## src/rtl/memory_bus_arbiter.sv

```systemverilog
// memory_bus_arbiter
//   Two-master, one-slave memory bus arbiter. m0 is the data port, m1 the
//   fetch/DMA port. Ties are broken round-robin against the last grant, so two
//   masters that keep requesting alternate strictly. The granted master's
//   request is captured on grant entry, and the bus is driven only from that
//   capture. A grant ends on bus_ready, or with an error pulse once the wait
//   counter reaches TIMEOUT.
//
// Ports
//   clock, reset                     rising-edge clock, async active-high reset
//   m{0,1}_req                       transaction request, held until done
//   m{0,1}_address/_write_data       byte address / store data
//   m{0,1}_byte_enable               byte lanes
//   m{0,1}_write_enable              1 = write, 0 = read
//   m{0,1}_done/_error               one-cycle completion / timeout pulses
//   m{0,1}_read_data                 read result, valid with done
//   bus_address/_write_data/_byte_enable, bus_read_enable, bus_write_enable
//   bus_read_data, bus_ready         slave return data / completion
//
// state  | meaning
// IDLE   | no owner; arbitrate pending requests
// GRANT0 | m0 owns the bus; waiting for bus_ready or timeout
// GRANT1 | m1 owns the bus; waiting for bus_ready or timeout
module memory_bus_arbiter #(
  parameter int unsigned TIMEOUT = 15
) (
  input  logic        clock,
  input  logic        reset,
  input  logic        m0_req,
  input  logic [31:0] m0_address,
  input  logic [31:0] m0_write_data,
  input  logic [3:0]  m0_byte_enable,
  input  logic        m0_write_enable,
  output logic        m0_done,
  output logic        m0_error,
  output logic [31:0] m0_read_data,
  input  logic        m1_req,
  input  logic [31:0] m1_address,
  input  logic [31:0] m1_write_data,
  input  logic [3:0]  m1_byte_enable,
  input  logic        m1_write_enable,
  output logic        m1_done,
  output logic        m1_error,
  output logic [31:0] m1_read_data,
  output logic [31:0] bus_address,
  output logic [31:0] bus_write_data,
  output logic [3:0]  bus_byte_enable,
  output logic        bus_read_enable,
  output logic        bus_write_enable,
  input  logic [31:0] bus_read_data,
  input  logic        bus_ready
);

  typedef enum logic [1:0] {
    IDLE   = 2'd0,
    GRANT0 = 2'd1,
    GRANT1 = 2'd2
  } state_t;

  localparam logic [7:0] TIMEOUT_CNT = 8'(TIMEOUT);

  state_t      state_q, state_d;
  logic        last_grant_q, last_grant_d;
  logic [7:0]  wait_cnt_q, wait_cnt_d;
  logic [31:0] lat_address_q, lat_write_data_q;
  logic [3:0]  lat_byte_enable_q;
  logic        lat_write_enable_q;

  logic        load_en;
  logic        load_sel;

  logic        txn_done;
  logic        txn_error;
  logic [31:0] txn_read_data;
  logic        owner;

  always_comb begin
    state_d          = state_q;
    last_grant_d     = last_grant_q;
    wait_cnt_d       = wait_cnt_q;
    load_en          = 1'b0;
    load_sel         = 1'b0;
    txn_done         = 1'b0;
    txn_error        = 1'b0;
    txn_read_data    = 32'd0;
    owner            = 1'b0;
    bus_address      = 32'd0;
    bus_write_data   = 32'd0;
    bus_byte_enable  = 4'd0;
    bus_read_enable  = 1'b0;
    bus_write_enable = 1'b0;

    case (state_q)
      IDLE: begin
        wait_cnt_d = 8'd0;
        // m0 wins when alone, or on a tie when m1 held the bus last.
        if (m0_req && (!m1_req || last_grant_q)) begin
          state_d  = GRANT0;
          load_en  = 1'b1;
          load_sel = 1'b0;
        end else if (m1_req) begin
          state_d  = GRANT1;
          load_en  = 1'b1;
          load_sel = 1'b1;
        end
      end
      GRANT0, GRANT1: begin
        owner            = (state_q == GRANT1);
        bus_address      = lat_address_q;
        bus_write_data   = lat_write_data_q;
        bus_byte_enable  = lat_byte_enable_q;
        bus_write_enable = lat_write_enable_q;
        bus_read_enable  = ~lat_write_enable_q;
        if (bus_ready) begin
          txn_done      = 1'b1;
          txn_read_data = bus_read_data;
          state_d       = IDLE;
          last_grant_d  = owner;
        end else if (wait_cnt_q == TIMEOUT_CNT) begin
          txn_done     = 1'b1;
          txn_error    = 1'b1;
          state_d      = IDLE;
          last_grant_d = owner;
        end else begin
          wait_cnt_d = wait_cnt_q + 8'd1;
        end
      end
      default: begin
        state_d = IDLE;
      end
    endcase

    m0_done      = txn_done  & ~owner;
    m0_error     = txn_error & ~owner;
    m0_read_data = owner ? 32'd0 : txn_read_data;
    m1_done      = txn_done  & owner;
    m1_error     = txn_error & owner;
    m1_read_data = owner ? txn_read_data : 32'd0;
  end

  always_ff @(posedge clock or posedge reset) begin
    if (reset) begin
      state_q      <= IDLE;
      last_grant_q <= 1'b1;
      wait_cnt_q   <= 8'd0;
    end else begin
      state_q      <= state_d;
      last_grant_q <= last_grant_d;
      wait_cnt_q   <= wait_cnt_d;
    end
  end

  always_ff @(posedge clock or posedge reset) begin
    if (reset) begin
      lat_address_q      <= 32'd0;
      lat_write_data_q   <= 32'd0;
      lat_byte_enable_q  <= 4'd0;
      lat_write_enable_q <= 1'b0;
    end else if (load_en) begin
      lat_address_q      <= load_sel ? m1_address      : m0_address;
      lat_write_data_q   <= load_sel ? m1_write_data   : m0_write_data;
      lat_byte_enable_q  <= load_sel ? m1_byte_enable  : m0_byte_enable;
      lat_write_enable_q <= load_sel ? m1_write_enable : m0_write_enable;
    end
  end

endmodule

```

## config.mk

```make
export PLATFORM = sky130hd
export DESIGN_NAME = memory_bus_arbiter
export DESIGN_NICKNAME = d
export VERILOG_FILES = /design/src/rtl/memory_bus_arbiter.sv
export SDC_FILE = /design/constraint.sdc
export NUM_CORES = 1
export LEC_CHECK = 0
export ABC_CLOCK_PERIOD_IN_PS = 4730
export CAP_MARGIN = 20
export CORE_MARGIN = 1
export CORE_UTILIZATION = 25
export CTS_CLUSTER_DIAMETER = 80
export DETAILED_ROUTE_END_ITERATION = 6
export GPL_ROUTABILITY_DRIVEN = 0
export PLACE_DENSITY = 0.59
export REMOVE_ABC_BUFFERS = 1
export SYNTH_ARGS = -nofsm -noshare
export SYNTH_HDL_FRONTEND = slang
export SYNTH_SLANG_ARGS = --single-unit
```

## constraint.sdc

```tcl
create_clock -name clock -period 4.73 [get_ports clock]
set_input_delay 0.946 -clock clock [delete_from_list [all_inputs] [get_ports clock]]
set_output_delay 0.946 -clock clock [all_outputs]
set_load 0.05 [all_outputs]
```

==> flow_summary.toml <==
[logic_synthesis]
postSynthCellCount = 537
synth_area_mm2 = 0.004523
synth_top_area_share = 0.4371
seq_area_frac_synth = 0.4429
ys_top_cells_by_area = "dfrtp_1 44%, and2_1 18%, o21ai_0 8.3%"
post-synth-top-count-cell = "and2_1"
async_flop_share = 1.000
yosysTopAreaCell = "dfrtp_1"
synth.ff_latch_count = 80
synth-main-ff-cell = "dfrtp_1"
avgSynthCellArea_um2 = 8.423
synth_edf_count = 0
ys_top_cells_by_count = "133 x and2_1, 79 x dfrtp_1, 78 x nand2_1"
synth_warnings = 0
yosysUniqueCellTypes = 30

[detailed_routing]
drt_iter0_drc = 224
drtPass1Iterations = 4
wl_met1_mm = 6.167
via_per_inst = 4.525
top_layer = "met5"
vias = 4769
ant_nets = 0
wl_met2_mm = 8.472
wirelength_mm = 16.43
drc = 0
wl_met3_mm = 1.491
wl_per_cell_um = 15.59

[clock_network]
post_cts_buffers = 0
root_buffer = "clkbuf_16"
clock_sinks = 80
cts_made_buffers = 9
cts_hold_buffers = 0
insertion_delay_ns = 0.34
cts_resized = 0
cts_tree = "done"
cts_buffer_depth = 2
clk_pin_slew_ns = 0.06
cts_max_level = 3

[final_layout]
stdcell_area_mm2 = 0.008084
diodes = 0
syn_to_final_growth_pct = 78.73
final_nets = 1002
drive_gt1_frac = 0.1158

[floorplan]
rows = 48
die_y_um = 136.5
start_util = 0.2588
ios = 313
die_area_mm2 = 0.01863
coreArea_mm2 = 0.01748
die_w_um = 136.5

[worst_setup_path]
path_max_fanout = 53
slowest_delay_ns = 0.84
criticalPathCategory = "reg -> out"
startpoint_type = "flop"
required_ns = 3.78
end_kind = "output pin"
cp.arrival_ns = 2.96
cp_cell_sequence = "inv_1 -> ha_2 -> buf_4 -> and2_1 -> clkdlybuf4s50_1"
crit_path_top_delay_cell = "ha_2"

[place]
pre_cts_slack_ns = 1.139
dpl_cell_area_mm2 = 0.007780
hpwl_mm = 12.83
numPortBuffers = 312

[global_route]
grt_pass1_wl_mm = 24.62
grt_overflow = 0
grt_pass1_vias = 4649
grtUsageTotal = 0.1744
antenna_found_initial = 1
grt_max_degree = 107

[timing]
hold_viol = 0
timing.setup.tns_ns = 0
rsz0062_at_grt = "no"
period_share = 0.8266
max_freq_mhz = 255.8
worst_pin_slew_ns = 0.7844
final.setup.worst_slack_ns = 0.8200
fin_worst_skew_ns = 0.008417
drv_slew = 0
setup_viol = 0
slew_headroom = 0.4759
fin_crit_ns = 3.910

[job]
drv_cap = 0

[outcome]
status = "completed"

[power_and_ir_drop]
p_leak_nw = 3.400
power.density_mw_per_mm2 = 625.4
peakVddDrop_uv = 306.7

[hold_path]
min_path_type = "reg -> reg"
## area by class of cell
type / count / area, um^2
clock buffers: 10 / 239.0
well taps: 225 / 281.5
multi-input cells: 407 / 2349
inverters: 6 / 23.77
fillers: 1666 / 9393
repair buffers: 320 / 3123
flip-flops and latches: 80 / 2003
clock inverters: 6 / 65.06
## cells by family after synthesis
group                      synth area share
and+or+nand+nor                      0.2952
AOI/OAI and AO/OA                    0.1757
DFF                                  0.4429
buffers and inverters               0.04509
muxes                               0.03098
adders and majority gates          0.008300
xor gates and xnor gates           0.001937
## power by group
group | internal (mW) | switching [mW]
sequential | 0.973 | 0.140
combinational | 1.09 | 2.14
clock | 0.425 | 0.287
## flip-flops by register name (all words and copies together), names as in the netlist
signal	flops
wait_cnt_q	8
state_q	2
lat_write_enable_q	1
lat_byte_enable_q	4
lat_write_data_q	32
lat_address_q	32
last_grant_q	1
## layer usage
metal / vias up / track usage
li1: 2400 / -
met1: 2127 / 0.1856
met2: 220 / 0.3271
met3: 20 / 0.05111
met4: 2 / 0.05432
met5: - / 0
## worst max-delay path: cells and delay by family (launching register included)
kind,cells,cell delay [ns]
fa+ha+maj,1,0.84
simple gates,1,0.18
buf+inv,3,1.22
flops,1,0.37
## placed cells by master, fill, tap and decap left out, drive strengths merged, types with 2 or more instances in the layout
cell           netlist  layout
ha                   3       3
or3                  3       3
buf                 15      72
dfrtp               79      79
nand3b               2       2
o21ai               75      75
a22o                 2       2
o22ai               55      55
nand2               78      78
clkbuf              29      10
nor3                 4       4
nand3               15      15
nor2                 6       6
and2               133     133
inv                  6       7
clkinv               0       3
o211ai               2       2
clkdlybuf4s50        0     248
a21oi                3       3
nand2b               4       4
mux2i               14      14
## final timing paths
check / from / to / slack [ns] / cells past startpoint
worst max register to register: state_q[1] / wait_cnt_q[7] / 2.03 / 6
worst max-delay path: state_q[1] / bus_write_data[24] / 0.82 / 5
max in group asynchronous: reset / lat_write_data_q[15] / 2.92 / 4
min in group asynchronous: reset / lat_address_q[12] / 0.92 / 2
worst min-delay path: lat_address_q[22] / lat_address_q[22] / 0.47 / 2
worst min register to register: lat_address_q[22] / lat_address_q[22] / 0.47 / 2
## per-stage QoR
step / cells / utilization / power (mW) / hold WS [ns]
after floorplan: 493 / - / 3.242 / 0.4418
after global placement: 1037 / 0.4440 / 4.360 / 0.4557
after detailed placement: 1038 / 0.4452 / 4.394 / 0.4628
after CTS: 1054 / 0.4626 / 5.132 / 0.4773
after global routing: 1054 / 0.4626 / 5.372 / 0.4984
final: 1054 / 0.4626 / 5.056 / 0.4711
Note: power is estimated with default switching activity, not from simulation.
